$ cat src/rtl/oscilo_pkg.sv
// Shared types and helpers for the oscilloscope capture readout path.
package oscilo_pkg;

    typedef enum logic [2:0] {
        IDLE,
        HDR,
        FETCH,
        WAIT,
        SEND,
        CSUM,
        DONE
    } readout_state_t;

    // Byte positions within the 3-byte frame header
    localparam logic [1:0] HDR_ID     = 2'd0;
    localparam logic [1:0] HDR_LEN_HI = 2'd1;
    localparam logic [1:0] HDR_LEN_LO = 2'd2;

    // Ring-buffer subtraction; mask = depth-1 keeps the result inside the ring
    function automatic logic [15:0] ring_addr_sub(input logic [15:0] a, input logic [15:0] b,
                                                  input logic [15:0] mask);
        return (a - b) & mask;
    endfunction

endpackage

$ cat src/rtl/capture_readout.sv
// Streams a completed capture out of the circular sample RAM as a framed byte stream.
// Optional trailing XOR checksum byte when READOUT_CHECKSUM_EN is defined.
module capture_readout
    import oscilo_pkg::*;
#(
    parameter logic [7:0] MODULE_ID    = 8'h11,
    parameter int         SAMPLE_DEPTH = 1024,
    localparam int        ADDR_W       = $clog2(SAMPLE_DEPTH)
) (
    input  logic              clk,
    input  logic              rst_n,
    input  logic              start,
    input  logic [ADDR_W-1:0] trig_addr,
    output logic [ADDR_W-1:0] mem_addr,
    output logic              mem_rd_en,
    input  logic [7:0]        mem_rdata,
    output logic [7:0]        tx_data,
    output logic              tx_valid,
    input  logic              tx_ready,
    output logic              busy,
    output logic              done
);

    // 65536 truncates to 16'h0000 in the length field
    localparam logic [15:0]     LEN16    = 16'(SAMPLE_DEPTH);
    localparam logic [15:0]     HALF     = 16'(SAMPLE_DEPTH / 2);
    localparam logic [15:0]     AMASK    = 16'(SAMPLE_DEPTH - 1);
    localparam logic [ADDR_W:0] IDX_LAST = (ADDR_W + 1)'(SAMPLE_DEPTH - 1);

    readout_state_t    state, state_nxt;
    logic [1:0]        hdr_idx;
    logic [ADDR_W:0]   idx;
    logic [ADDR_W-1:0] base;
    logic [7:0]        hold;
    logic              hs, last, hdr_last;

    // tx_valid depends on state only, so tx_ready never reaches it combinationally
`ifdef READOUT_CHECKSUM_EN
    assign tx_valid = (state == HDR) || (state == SEND) || (state == CSUM);
`else
    assign tx_valid = (state == HDR) || (state == SEND);
`endif
    assign hs       = tx_valid && tx_ready;
    assign last     = (idx == IDX_LAST);
    assign hdr_last = (hdr_idx == HDR_LEN_LO);
    assign busy     = (state != IDLE);
    assign done     = (state == DONE);
    assign mem_rd_en = (state == FETCH);

`ifdef READOUT_CHECKSUM_EN
    logic [7:0] csum;

    always_ff @(posedge clk or negedge rst_n) begin
        if (!rst_n)                       csum <= '0;
        else if (state == IDLE && start)  csum <= '0;
        else if (hs && state != CSUM)     csum <= csum ^ tx_data;
    end
`endif

    always_comb begin
        tx_data = '0;
        case (state)
            HDR: begin
                case (hdr_idx)
                    HDR_ID:     tx_data = MODULE_ID;
                    HDR_LEN_HI: tx_data = LEN16[15:8];
                    default:    tx_data = LEN16[7:0];
                endcase
            end
            SEND:    tx_data = hold;
`ifdef READOUT_CHECKSUM_EN
            CSUM:    tx_data = csum;
`endif
            default: tx_data = '0;
        endcase
    end

    always_comb begin
        state_nxt = state;
        case (state)
            IDLE:  if (start) state_nxt = HDR;
            HDR:   if (tx_ready && hdr_last) state_nxt = FETCH;
            FETCH: state_nxt = WAIT;
            WAIT:  state_nxt = SEND;
            SEND: begin
                if (tx_ready) begin
                    if (last) begin
`ifdef READOUT_CHECKSUM_EN
                        state_nxt = CSUM;
`else
                        state_nxt = DONE;
`endif
                    end else begin
                        state_nxt = FETCH;
                    end
                end
            end
`ifdef READOUT_CHECKSUM_EN
            CSUM:  if (tx_ready) state_nxt = DONE;
`endif
            DONE:    state_nxt = IDLE;
            default: state_nxt = IDLE;
        endcase
    end

    always_ff @(posedge clk or negedge rst_n) begin
        if (!rst_n) begin
            state    <= IDLE;
            hdr_idx  <= '0;
            idx      <= '0;
            base     <= '0;
            hold     <= '0;
            mem_addr <= '0;
        end else begin
            state <= state_nxt;
            case (state)
                IDLE: begin
                    if (start) begin
                        base    <= ADDR_W'(ring_addr_sub(16'(trig_addr), HALF, AMASK));
                        hdr_idx <= '0;
                        idx     <= '0;
                    end
                end
                HDR: begin
                    if (tx_ready) begin
                        hdr_idx <= hdr_idx + 2'd1;
                        if (hdr_last) mem_addr <= base;
                    end
                end
                WAIT: hold <= mem_rdata;
                SEND: begin
                    // Address only advances for a following sample; holds after the last one
                    if (tx_ready) begin
                        idx <= idx + (ADDR_W + 1)'(1);
                        if (!last) mem_addr <= base + idx[ADDR_W-1:0] + ADDR_W'(1);
                    end
                end
                default: ;
            endcase
        end
    end

endmodule

$ cat config.mk
export PLATFORM = sky130hd
export DESIGN_NAME = capture_readout
export DESIGN_NICKNAME = d
export VERILOG_FILES = /design/src/rtl/oscilo_pkg.sv /design/src/rtl/capture_readout.sv
export SDC_FILE = /design/constraint.sdc
export NUM_CORES = 1
export LEC_CHECK = 0
export ABC_AREA = 0
export BUFFER_PORTS_ARGS = -buffer_cell sky130_fd_sc_hd__buf_2
export CAP_MARGIN = 25
export CORE_ASPECT_RATIO = 1.2
export CORE_MARGIN = 2
export CORE_UTILIZATION = 60
export DETAILED_ROUTE_END_ITERATION = 16
export GPL_ROUTABILITY_DRIVEN = 0
export PLACE_DENSITY = 0.85
export SKIP_CTS_REPAIR_TIMING = 1
export SYNTH_ARGS = -nofsm -noshare
export SYNTH_HDL_FRONTEND = slang
export SYNTH_SLANG_ARGS = --single-unit
$ cat constraint.sdc
create_clock -name clk -period 5.4 [get_ports clk]
set_clock_uncertainty 0.1 [all_clocks]
set_input_delay 0.54 -clock clk [delete_from_list [all_inputs] [get_ports clk]]
set_output_delay 0.54 -clock clk [all_outputs]
set_load 0.02 [all_outputs]
# Yosys cells after proc, flatten, opt, wreduce, memory -nomap -nowiden
# Cells that the tools add are included.
[word_totals] register_bits=44 latch_bits=0 mem_bits_rw=0 romBits=0 input_bits=22 output_inout_bits=22 word_cells=56 n_memories=0
[classes] n_addsub=5 mul=0 n_div=0 n_lt_le_gt_ge=0 eq_ne=14 shift=0 muxes=18 n_bitwise=0 reduce_logical=13
[ops] operator="2-to-1 mux 10 bit" count=4
[ops] operator="2-to-1 mux 11 bit" count=2
[ops] operator="case mux 11 bit (2 select lines)" count=1
[ops] operator="case mux 10 bit (2 select lines)" count=1
[ops] operator="case mux 8 bit (2 select lines)" count=1
[ops] operator="case mux 3 bit (5 select lines)" count=1
[ops] operator="2-to-1 mux 3 bit" count=4
[ops] operator="adder 11 x 1 -> 11 bit (second input constant)" count=1
[ops] operator="equality test 11 x 10 -> 1 bit (second input constant)" count=1
[ops] operator="adder 10 x 1 -> 10 bit (second input constant)" count=1
[ops] operator="adder 10 bit" count=1
[ops] operator="inequality test 2 bit (second input constant)" count=5
[ops] operator="case mux 5 bit (2 select lines)" count=1
[ops] operator="subtractor 10 bit (second input constant)" count=1
[ops] operator="AND reduction 3 bit" count=3
[ops] operator="equality test 3 x 2 -> 1 bit (second input constant)" count=2
[ops] operator="equality test 3 bit (second input constant)" count=2
[ops] operator="nonzero test 2 bit" count=3
[ops] operator="AND reduction 5 bit" count=1
[ops] operator="2-to-1 mux 2 bit" count=2
[ops] operator="case mux 2 bit (2 select lines)" count=1
[ops] operator="equality test 3 x 1 -> 1 bit (second input constant)" count=1
[ops] operator="zero test 3 bit" count=1
[ops] operator="nonzero test 3 bit" count=1
[ops] operator="8 further kinds" count=8

# Depth between registers and ports, before layout
[logic_depth] ltp_word=5 mapped_depth=10 depth_no_buf=10

# Worst setup path before layout
# OpenSTA, ideal clock, no wires.
[synth_path] path_type="register to register" start="register idx[0]" end="register mem_addr[6]" setup_ns=0.126 arrival_ns=1.974 required_time_ns=5.174 path_slack_ns=3.200 path_stages_with_launch=11 path_buffers=0 synth_period_minus_slack_ns=2.200 cell_sequence="dfrtp_1 -> inv_1 -> ha_1 -> inv_1 -> fa_1 -> a21o_1 -> a311oi_1 -> mux2i_1 -> a21oi_1 -> a21oi_1 -> a21oi_1"
[synth_between] elab_chain_cells=5 word_cells_on_any_way=8 cone_classes="add/sub (2); eq/ne (2); mux (3); reduce/logical (1)"
[synth_lines] item="from (decl)" line_no="capture_readout.sv:32" text="logic [ADDR_W:0] idx;"
[synth_lines] item="from (signal assigned)" line_no="capture_readout.sv:134" text="idx <= idx + (ADDR_W + 1)'(1);"
[synth_lines] item="adder 10 bit" line_no="capture_readout.sv:135" text="if (!last) mem_addr <= base + idx[ADDR_W-1:0] + ADDR_W'(1);"
[synth_lines] item="adder 10 x 1 -> 10 bit" line_no="capture_readout.sv:135"
[synth_lines] item="2-to-1 mux 10 bit" line_no="capture_readout.sv:135"
[synth_lines] item="2-to-1 mux 10 bit" line_no="capture_readout.sv:133" text="if (tx_ready) begin"
[synth_lines] item="case mux 10 bit (2 select lines)" line_no="capture_readout.sv:116" text="case (state)"
[synth_lines] item="to (signal assigned)" line_no="capture_readout.sv:127" text="if (hdr_last) mem_addr <= base;"
[synth_lines] item="to (signal assigned)" line_no="capture_readout.sv:135"
[synth_lines] item="to (decl)" line_no="capture_readout.sv:14" text="output logic [ADDR_W-1:0] mem_addr,"
# Parallel ways exist; a longest one is shown, timed or not. The select of a mux whose other input is x is not followed.
# A chain may end at the register's enable or synchronous reset.

# Worst setup path after layout
[layout_path] start="register state[1]" end="register mem_addr[8]"
[layout_between] elab_chain_cells=3 word_cells_on_any_way=9 cone_classes="eq/ne (6); mux (1); reduce/logical (2)"
[layout_lines] item="from (decl)" line_no="capture_readout.sv:30" text="readout_state_t state, state_nxt;"
[layout_lines] item="from (signal assigned)" line_no="capture_readout.sv:115" text="state <= state_nxt;"
[layout_lines] item="equality test 3 x 1 -> 1 bit / equality test 3 bit (equally long branches)" line_no="capture_readout.sv:116"
[layout_lines] item="inequality test 2 bit (no source line) / nonzero test 2 bit (equally long branches)"
[layout_lines] item="AND reduction 5 bit (no source line)"
# Parallel ways exist; a longest one is shown, timed or not.

==> results.md <==
- DRT Pass-1 Iters: 4
- Crit path launch type: flop
- # nets final: 363
- Crit path max fanout: 19
- Yosys cell types: 47
- Fin crit period: 2.50 ns
- Final worst-path cycle share: 46.3%
- Via Count: roughly 2200
- F_max: roughly 400 MHz
- Syn_area_per_cell: 8.97 sq um
- Final Max Slew Viols: 0
- First-pass GRT wire length: around 9000 microns
- Die height: between 70 and 80 microns
- CP Data Required Time: 5.49 ns
- Reg clk slew, reported paths: roughly 0.080 ns
- Mapped Area: about 2600 sq um
- Max Used Layer: met4
- H-tree Lvls: 2
- Initial drt markers: roughly 120
- Io pins: 44
- Cell-internal power: a little over 0.8 mW
- DRC viols: 0
- Type of destination of the critical path: flop
- Worst IR Drop VDD: approximately 0.00033 V
- Ant. Diodes: 0
- Sequential area share after synthesis: around 43%
- Sw Pwr: a little under 0.6 mW
- Num CTS Buffers: 5
- ANT nets after route: 0
- M1 WL: between 2000 and 2500 microns
- Max transition margin: roughly half
- Setup WS pre-CTS: approximately 2.9 ns
- CP Cell Sequence: or3b_1 -> nor4_4 -> nor2_2 -> and3_1 -> a21oi_1 -> o21ai_0
- Final hold vios: 0
- Critical path class: flop to flop
- Placed cell areas: 2790 sq um
- RSZ-0062 raised after global routing: false
- Routed Wire Length: about 5400 microns
- GRT Resource Usage Total: between 20% and 30%
- Worst setup margin: around 2.9 ns
- Synth Warn #: 0
- Setup TNS: 0 ns
- CTS tree: yes
- Setup violators final: 0
- Area growth syn-to-layout: 13.0%
- Post-synth EDFFs: 0
- Largest net degree at the start of global routing: 45
- Leak: around 1.4 nW
- Arrival time at the worst endpoint: around 2.6 ns
- CTS max path bufs: 2
- Top_reg_cell synth: dfrtp_1
- Initial antenna violation count: 0
- Logic gate share of total power: ~44%
- Synthesized flop and latch total: 44
- DR WL met3: ~300 microns
- DR vias/cell: 5.66
- Placed wire-length estimate: around 3900 microns
- Met2 routed WL: 2680 microns
- Share of layout cells above drive strength 1: 19.8%
- Critical Path Max Stage Delay: approximately 0.7 ns
- Reg2Reg Setup Slack: between 2 and 3 ns
- Non-Filler Instances: roughly 380
- Max cap viols: 0
- Async set or reset register ratio after synthesis: 100%
- Syn Inst Count: about 290
- Root Driver: clkbuf_8
- Vias in the first global route: between 2000 and 2500
- Die Wd: 63.8 microns
- Worst Hold Class: input port to asynchronous set/reset pin
- Starting Density: between 60% and 70%
- Cells after DPL: about 380
- Avg WL per Cell: 14.1 microns
- Total power: between 1 and 1.5 mW
- Syn_nets: 323
- Core region area: between 4000 and 5000 sq um
- Remaining Overflow, GRT: 0
- Critical-path top delay cell: or3b_1
- Switching share of power: 42.2%
- Flop pwr share: about two fifths
- Cell row count: 26
- Port Buffers: 43
- Pwr Density: 480 nW/um^2
- Fin area: a little under 3000 sq um
- Status: complete, no violations
- FILL cells: 330
- Clock share of power: between 15 and 20%
- Worst skew pair latency: about 0.3 ns
- Clk sinks: between 40 and 50
- Die Footprint: 4830 sq um
- Slew @ Worst Pin: between 0.7 and 0.8 ns
## layer usage
| layer | vias up | GRT usage, % |
|---|---|---|
| met3 | 14 | 5.76 |
| met5 | - | 0 |
| met1 | 1018 | 27.5 |
| met2 | 67 | 41.7 |
| li1 | 1073 | - |
| met4 | 0 | 11.1 |
## path summary, 6_finish.rpt
path	startpoint	cells after the start	end
max in group asynchronous	rst_n	2	hold[3]
worst min-delay path	rst_n	1	idx[8]
min in group clk	trig_addr[7]	3	base[7]
worst max register to register	state[1]	6	mem_addr[8]
worst max-delay path	state[1]	6	mem_addr[8]
worst min register to register	mem_addr[8]	2	mem_addr[8]
## cell type report
cell class / instances / area [sq um] / area share, %
Clock buffer: 6 / 82.6 / 2.84
Clock inverter: 2 / 10.0 / 0.344
Inverter: 11 / 41.3 / 1.42
Multi-Input combinational cell: 221 / 1360 / 46.8
Sequential cell: 44 / 1100 / 37.8
Tap cell: 56 / 70.1 / 2.41
Timing Repair Buffer: 44 / 243 / 8.34
## cells by family after synthesis
group                      share of synthesized area, %
and+or+nand+nor                                    24.2
AOI/OAI and AO/OA                                  13.9
DFF                                                42.8
buffers and inverters                              4.33
adders and majority gates                          7.10
muxes                                              4.67
xor gates and xnor gates                           3.06
## cells in the final DEF, fill, tap and decap left out, drive strengths merged, types with 3 or more instances in the layout
master,Yosys,routed
nor2b,6,6
nor2,21,21
o21ai,20,20
and3,3,3
xor2,6,6
nand2,47,47
inv,11,11
nand4,3,3
clkbuf,4,6
mux2,8,8
and2,8,8
a21oi,27,27
mux2i,3,3
xnor2,3,3
nor3,7,7
nand3,11,11
nand2b,4,4
dfrtp,44,44
buf,7,44
or3,6,6
ha,13,13
## synthesized netlist by cell type (all sizes together) (2+ instances only)
master / number / area [sq um]
a21oi: 27 / 135
a31oi: 2 / 12.5
and2: 8 / 50.1
and3: 3 / 18.8
buf: 7 / 55.1
clkbuf: 4 / 15.0
dfrtp: 44 / 1100
ha: 13 / 163
inv: 11 / 41.3
mux2: 8 / 90.1
mux2i: 3 / 30.0
nand2: 47 / 176
nand2b: 4 / 25.0
nand3: 11 / 55.1
nand4: 3 / 18.8
nor2: 21 / 81.3
nor2b: 6 / 37.5
nor3: 7 / 40.0
nor3b: 2 / 15.0
o211ai: 2 / 15.0
o21a: 2 / 15.0
o21ai: 20 / 100
or3: 6 / 37.5
or4: 2 / 15.0
xnor2: 3 / 26.3
xor2: 6 / 52.6
## registers in the layout (all words and copies together), names as in the netlist
name	cells
base	10
idx	11
mem_addr	10
hold	8
hdr_idx	2
state	3
## stage by stage
| stage | hold WS (ns) | utilization [%] |
|---|---|---|
| 2_1_floorplan | 0.144 | - |
| 3_3_place_gp | 0.358 | 66.5 |
| 3_5_place_dp | 0.377 | 66.5 |
| 4_1_cts | 0.316 | 68.7 |
| 5_1_grt | 0.139 | 69.3 |
| 6_report | 0.106 | 69.3 |
## critical path: cells and delay by family (launching register included)
| family | cells | cell delay (ns) |
|---|---|---|
| flip-flops | 1 | 0.55 |
| AND/OR/NAND/NOR | 4 | 1.56 |
| AO/OA/AOI/OAI | 2 | 0.17 |
## power groups by stage
stage | clock network (mW) | logic, mW | registers, mW
finish | 0.217 | 0.619 | 0.561
global route | 0.230 | 0.696 | 0.581
CTS | 0.221 | 0.622 | 0.560
detailed placement | 0 | 0.620 | 0.567
global placement | 0 | 0.604 | 0.561
floorplan | 0 | 0.460 | 0.565
(Power assumes the default switching activity.)
